===== src/rtl/branch_resolve_ctrl.sv =====
// rtl/branch_resolve_ctrl.sv - branch prediction tracking, EX-stage resolution and mispredict recovery
module branch_resolve_ctrl #(
    parameter int CNT_W = 16
) (
    input  logic             clk,
    input  logic             rst,
    input  logic             stall,
    input  logic             if_valid,
    input  logic [31:0]      if_pc,
    input  logic             if_is_branch,
    input  logic             if_predict,
    input  logic [31:0]      if_imm,
    input  logic             ex_b_take,
    output logic             ex_b_check,
    output logic             redirect,
    output logic [31:0]      redirect_pc,
    output logic             flush,
    output logic [CNT_W-1:0] br_count,
    output logic [CNT_W-1:0] mis_count
);

    localparam logic [0:0] ST_RUN   = 1'b0;
    localparam logic [0:0] ST_REDIR = 1'b1;
    localparam logic [CNT_W-1:0] CNT_MAX = {CNT_W{1'b1}};

    logic [0:0]       state_q, state_d;
    logic             id_valid_q, id_valid_d;
    logic             id_is_br_q, id_is_br_d;
    logic             id_pred_q, id_pred_d;
    logic [31:0]      id_alt_pc_q, id_alt_pc_d;
    logic             ex_valid_q, ex_valid_d;
    logic             ex_is_br_q, ex_is_br_d;
    logic             ex_pred_q, ex_pred_d;
    logic [31:0]      ex_alt_pc_q, ex_alt_pc_d;
    logic             redirect_q, redirect_d;
    logic             flush_q, flush_d;
    logic [31:0]      redirect_pc_q, redirect_pc_d;
    logic [CNT_W-1:0] br_count_q, br_count_d;
    logic [CNT_W-1:0] mis_count_q, mis_count_d;
    logic             mispredict;
    logic [31:0]      if_alt_pc;

    // The slot remembers the path it did NOT take, so recovery needs no adder in EX.
    assign if_alt_pc = if_predict ? (if_pc + 32'd4) : (if_pc + if_imm);

    always_comb begin
        ex_b_check = ex_valid_q & ex_is_br_q & (state_q == ST_RUN);
        mispredict = ex_b_check & (ex_b_take != ex_pred_q);
    end

    always_comb begin
        state_d       = state_q;
        id_valid_d    = id_valid_q;
        id_is_br_d    = id_is_br_q;
        id_pred_d     = id_pred_q;
        id_alt_pc_d   = id_alt_pc_q;
        ex_valid_d    = ex_valid_q;
        ex_is_br_d    = ex_is_br_q;
        ex_pred_d     = ex_pred_q;
        ex_alt_pc_d   = ex_alt_pc_q;
        redirect_d    = redirect_q;
        flush_d       = flush_q;
        redirect_pc_d = redirect_pc_q;
        br_count_d    = br_count_q;
        mis_count_d   = mis_count_q;

        case (state_q)
            ST_RUN: begin
                if (mispredict) begin
                    // Recovery takes priority over a stall request.
                    state_d       = ST_REDIR;
                    redirect_d    = 1'b1;
                    flush_d       = 1'b1;
                    redirect_pc_d = ex_alt_pc_q;
                    id_valid_d    = 1'b0;
                    ex_valid_d    = 1'b0;
                end else if (stall) begin
                    ex_valid_d = 1'b0;
                end else begin
                    id_valid_d  = if_valid;
                    id_is_br_d  = if_is_branch;
                    id_pred_d   = if_predict;
                    id_alt_pc_d = if_alt_pc;
                    ex_valid_d  = id_valid_q;
                    ex_is_br_d  = id_is_br_q;
                    ex_pred_d   = id_pred_q;
                    ex_alt_pc_d = id_alt_pc_q;
                end
                if (ex_b_check && (br_count_q != CNT_MAX)) begin
                    br_count_d = br_count_q + 1'b1;
                end
                if (mispredict && (mis_count_q != CNT_MAX)) begin
                    mis_count_d = mis_count_q + 1'b1;
                end
            end
            ST_REDIR: begin
                state_d    = ST_RUN;
                redirect_d = 1'b0;
                flush_d    = 1'b0;
                id_valid_d = 1'b0;
                ex_valid_d = 1'b0;
            end
            default: begin
                state_d = ST_RUN;
            end
        endcase
    end

    always_ff @(posedge clk or posedge rst) begin
        if (rst) begin
            state_q       <= ST_RUN;
            id_valid_q    <= 1'b0;
            id_is_br_q    <= 1'b0;
            id_pred_q     <= 1'b0;
            id_alt_pc_q   <= 32'd0;
            ex_valid_q    <= 1'b0;
            ex_is_br_q    <= 1'b0;
            ex_pred_q     <= 1'b0;
            ex_alt_pc_q   <= 32'd0;
            redirect_q    <= 1'b0;
            flush_q       <= 1'b0;
            redirect_pc_q <= 32'd0;
            br_count_q    <= '0;
            mis_count_q   <= '0;
        end else begin
            state_q       <= state_d;
            id_valid_q    <= id_valid_d;
            id_is_br_q    <= id_is_br_d;
            id_pred_q     <= id_pred_d;
            id_alt_pc_q   <= id_alt_pc_d;
            ex_valid_q    <= ex_valid_d;
            ex_is_br_q    <= ex_is_br_d;
            ex_pred_q     <= ex_pred_d;
            ex_alt_pc_q   <= ex_alt_pc_d;
            redirect_q    <= redirect_d;
            flush_q       <= flush_d;
            redirect_pc_q <= redirect_pc_d;
            br_count_q    <= br_count_d;
            mis_count_q   <= mis_count_d;
        end
    end

    assign redirect    = redirect_q;
    assign flush       = flush_q;
    assign redirect_pc = redirect_pc_q;
    assign br_count    = br_count_q;
    assign mis_count   = mis_count_q;

endmodule


===== config.mk =====
export PLATFORM = sky130hd
export DESIGN_NAME = branch_resolve_ctrl
export DESIGN_NICKNAME = d
export VERILOG_FILES = /design/src/rtl/branch_resolve_ctrl.sv
export SDC_FILE = /design/constraint.sdc
export NUM_CORES = 1
export LEC_CHECK = 0
export BUFFER_PORTS_ARGS = -buffer_cell sky130_fd_sc_hd__clkbuf_2
export CELL_PAD_IN_SITES_DETAIL_PLACEMENT = 1
export CELL_PAD_IN_SITES_GLOBAL_PLACEMENT = 1
export CORE_AREA = 2 2 165 167
export DETAILED_ROUTE_END_ITERATION = 8
export DIE_AREA = 0 0 167 169
export PLACE_DENSITY = 0.63
export SLEW_MARGIN = 20
export SYNTH_ARGS = -nofsm -noshare
export SYNTH_HDL_FRONTEND = slang
export SYNTH_SLANG_ARGS = --single-unit

===== constraint.sdc =====
create_clock -name clk -period 8 [get_ports clk]
set_input_delay 0 -clock clk [delete_from_list [all_inputs] [get_ports clk]]
set_output_delay 0 -clock clk [all_outputs]
set_load 0.01 [all_outputs]

[After elaboration in Yosys (flattened, before gate mapping)]
Cells that the tools add are included.
Cells by class
  reductions and logical operators: 6
  equality and inequality tests: 5
  add/subtract/negate cells: 4
  bitwise logic cells: 6
  mux-type cells: 11
Operators with widths (number)
  16-bit by 1-bit adder with 16-bit output, second input constant: 2
  32-bit by 3-bit adder with 32-bit output, second input constant: 1
  32-bit adder: 1
  32-bit 2-to-1 mux: 1
  16-bit inequality test, second input constant: 2
  1-bit case mux with 2 select lines: 4
  1-bit 2-to-1 mux: 6
  2-bit AND reduction: 3
  1-bit bitwise AND: 3
  3-bit inequality test, second input constant: 1
  1-bit NOT: 3
  3-bit AND reduction: 1
  1-bit logical AND: 2
  2-bit inequality test, second input constant: 1
  1-bit inequality test: 1
Storage, ports and cells
  bits in registers: 136
  logic and storage cells: 45

[Logic depth before layout (Yosys ltp)]
  word-level depth: 5
  mapped depth: 10
  gate-level depth less buffers: 10

[Worst setup path after synthesis]
Ideal clock, no wire load.
  kind: input-to-reg
  start point: in if_pc[0]
  end point: reg id_alt_pc_q[28]
  stages on the path: 10
  path buffers: 0
  arrival time: 1.956 ns
  path slack: 5.922 ns
  path through: ha_1 -> fa_1 -> a21oi_1 -> nor2_1 -> nor3_1 -> o21a_2 -> a21oi_1 -> mux2_2 -> nor3_1 -> nor2_1
Between the ends
  longest elaborated chain between the ends: 2
  elaborated cells on any way between the ends: 3
Ends and longest elaborated chain
  start, declared: RTL line 9  | input logic [31:0] if_pc,
  32-bit adder / 32-bit by 3-bit adder with 32-bit output (equally long branches): RTL line 44  | assign if_alt_pc = if_predict ? (if_pc + 32'd4) : (if_pc + if_imm);
  32-bit 2-to-1 mux (*): RTL line 44
  end signal, assigned: RTL line 130  | id_alt_pc_q <= id_alt_pc_d;
  end, declared: RTL line 30  | logic [31:0] id_alt_pc_q, id_alt_pc_d;
Mark *: on every way between the ends. The rest lies on a longest branch, timed or not.
A chain may end at the register's enable or synchronous reset.

[Worst setup path in the final report]
Same ends and word-level chain as after synthesis.

==> summary.md <==
| Metric | Value |
|---|---|
| Outcome | finished, final reports clean |
| Core area | 0.02650 mm^2 |
| Clock sinks | 136 |
| Vias in the first global route | 6760 |
| Synthesized flop and latch total | 136 |
| Pin count of the biggest net entering global routing | 83 |
| Final setup viols | 0 |
| Post-CTS setup buffers | 0 |
| Antenna-violating nets left | 0 |
| Area leader, netlist | dfrtp_1 |
| Mapped Cells | 850 |
| Clock slew at reported path FFs | 0.06 ns |
| Drt initial violations | 285 |
| Fin crit period | 2.678 ns |
| Post-cts sizing count | 0 |
| Fin Clk Skew | 0.008560 ns |
| Top_reg_cell synth | dfrtp_1 |
| DRT Pass-1 Iters | 4 |
| Pwr dens | 242.4 mW/mm^2 |
| Worst slew margin | 0.3833 |
| H-tree levels | 4 |
| Yosys warning total | 0 |
| Share of layout cells above drive strength 1 | 0.2298 |
| Total nets after synthesis | 956 |
| WL/cell | 16.29 um |
| Total power | 2.310 mW |
| Routability congestion estimate from global placement | 0.8794 |
| Hold Vio Cnt, Final | 0 |
| Worst slew pin tran | 0.9250 ns |
| Hold Crit Class | primary input to flip-flop |
| Initial Utilization | 0.2969 |
| Worst EP required | 8.31 ns |
| Post-synth EDFFs | 0 |
| Crit Path Category | primary input to flip-flop |
| Max Cap Viol | 0 |
| Mean number of vias per cell | 4.879 |
| Mapped cell area | 0.007868 mm^2 |
| Overflow after GRT | 0 |
| Worst IR Drop VDD | 124.3 uV |
| Post-layout nets | 1094 |
| Post-detailed-routing wire length | 21860 um |
| Die width | 167 um |
| Area Growth Syn to Fin | 21.12% |
| CTS Buffer Depth | 2 |
| Max-slew violations | 0 |
| Die Ht | 169 um |
| Die area | 0.02822 mm^2 |
| Wire length of the first global-routing pass | 35860 um |
| Num ports | 138 |
| Synth async-reset ratio | 1.000 |
| RSZ-0062 raised after global routing | false |
| Avg Inst Size Synth | 9.256 um^2 |
| Period utilization | 0.3348 |
| Diode count | 0 |
| CTS root buf | clkbuf_16 |
| Total number of vias | 6548 |
| All-Layer GR Usage | 0.1572 |
| CTS Buf Count | 17 |
| Setup TNS | 0 ns |
| Startpoint types | primary input |
| Clk_lat worst skew | 0.42 ns |
| Register area share after synthesis | 0.4326 |
| HPWL after DPL | 16550 um |
| Leading cell types by total area after synthesis | dfrtp_1, nand2_1, xnor2_1 |
| CP endpoint kind | flip-flop |
| Static leakage | 4.577 nW |
| DRC Markers | 0 |
| Area share of the largest cell type after synthesis | 0.4326 |
| Fmax | 373.4 MHz |
| Worst endpoint data arrival time | 2.98 ns |
| Post-CTS Hold Fix Bufs | 10 |
| Row Count | 60 |
| Crit-path max FO | 5 |
| Post-synth cell types | 62 |
| TritonCTS clock tree | yes |
| PortBufs | 137 |
| Initial antenna violation count | 0 |
## per-stage QoR
stage          utilization  area, um^2  hold WS [ns]  std cells  setup slack (ns)
2_1_floorplan            -        7868        0.1054        850             4.361
6_report            0.3596        9529       0.01652       1342             5.322
5_1_grt             0.3596        9529       0.04406       1342             5.144
3_3_place_gp        0.3358        8899        0.1164       1300             5.445
4_1_cts             0.3596        9529     0.0002565       1342             5.303
3_5_place_dp        0.3358        8899        0.1192       1300             5.375
## synth_stat cells (7+ instances only)
| cell type | number |
|---|---|
| a21oi_1 | 46 |
| nor3_1 | 12 |
| dfrtp_1 | 136 |
| and2_1 | 8 |
| o21ai_0 | 31 |
| nand2_1 | 190 |
| and3_1 | 24 |
| inv_1 | 11 |
| ha_1 | 34 |
| xnor2_1 | 59 |
| nor2_1 | 45 |
| nand3_1 | 33 |
| nand4_1 | 15 |
| xor2_1 | 21 |
| mux2_2 | 36 |
| a31oi_1 | 7 |
| mux2i_1 | 7 |
| a21o_1 | 20 |
| clkbuf_1 | 22 |
## per-layer routing
layer | GRT usage | share of wire | wire, um | vias up
met5 | 0 | 0 | 0 | -
met2 | 0.2441 | 0.44 | 9695 | 134
li1 | - | - | - | 3238
met1 | 0.2263 | 0.51 | 11150 | 3157
met3 | 0.02315 | 0.033 | 730 | 19
met4 | 0.04760 | 0.013 | 283 | 0
## worst max-delay path: stages
cell           delay, ns
dlygate4sd3_1       0.53
clkbuf_2            0.11
ha_1                0.23
fa_1                0.42
a21oi_1             0.21
nor2_1              0.08
nor3_1              0.46
o21a_2              0.29
a21oi_1             0.11
mux2_2              0.29
nor3_1              0.18
nor2_1              0.07
## path summary, 6_finish.rpt
path	to	start	slack, ns	cells past startpoint
min in group asynchronous	mis_count[15]	rst	0.20	3
min reg2reg	ex_alt_pc_q[7]	id_alt_pc_q[7]	0.46	2
min	id_alt_pc_q[20]	if_pc[20]	0.02	4
max in group asynchronous	redirect_pc[28]	rst	6.46	4
max reg2reg	mis_count[7]	state_q	5.41	8
max	id_alt_pc_q[28]	if_pc[0]	5.32	12
## final cells by class
type | count | area [um^2]
inverter | 11 | 46.29
fill | 3095 | 16970
tap | 341 | 426.7
multi-input combinational | 670 | 4299
timing repair buffer | 152 | 823.3
clock inverter | 15 | 105.1
clock buffer | 17 | 425.4
sequential | 136 | 3403
## kinds of logic after synthesis
kind of cell | Yosys count | synth area share
and+or+nand+nor | 353 | 0.2052
AOI/OAI and AO/OA | 159 | 0.1328
DFF | 136 | 0.4326
xor gates and xnor gates | 80 | 0.08906
buffers and inverters | 44 | 0.02338
muxes | 43 | 0.06043
adders and majority gates | 35 | 0.05662
## power breakdown
group | total (mW) | internal, mW | switching [mW]
clock | 0.697 | 0.395 | 0.302
sequential | 0.987 | 0.865 | 0.122
combinational | 0.625 | 0.276 | 0.349
total | 2.31 | 1.54 | 0.773
## registers in the layout, indices dropped and copies added, names as in the netlist, 16 cells and up
register and flops:
ex_alt_pc_q 32, id_alt_pc_q 32, redirect_pc 32, br_count 16
mis_count 16
## placed cells by master (no fill, tap or decap), types with 21 or more instances in the layout
| cell | synthesis | layout |
|---|---|---|
| xnor2_1 | 59 | 59 |
| ha_1 | 34 | 34 |
| a21oi_1 | 46 | 46 |
| and3_1 | 24 | 24 |
| dfrtp_1 | 136 | 136 |
| clkbuf_2 | 0 | 137 |
| nor2_1 | 45 | 45 |
| nand2_1 | 190 | 190 |
| mux2_2 | 36 | 36 |
| xor2_1 | 21 | 21 |
| o21ai_0 | 31 | 31 |
| nand3_1 | 33 | 33 |
Power figures use the tool's default switching activity.
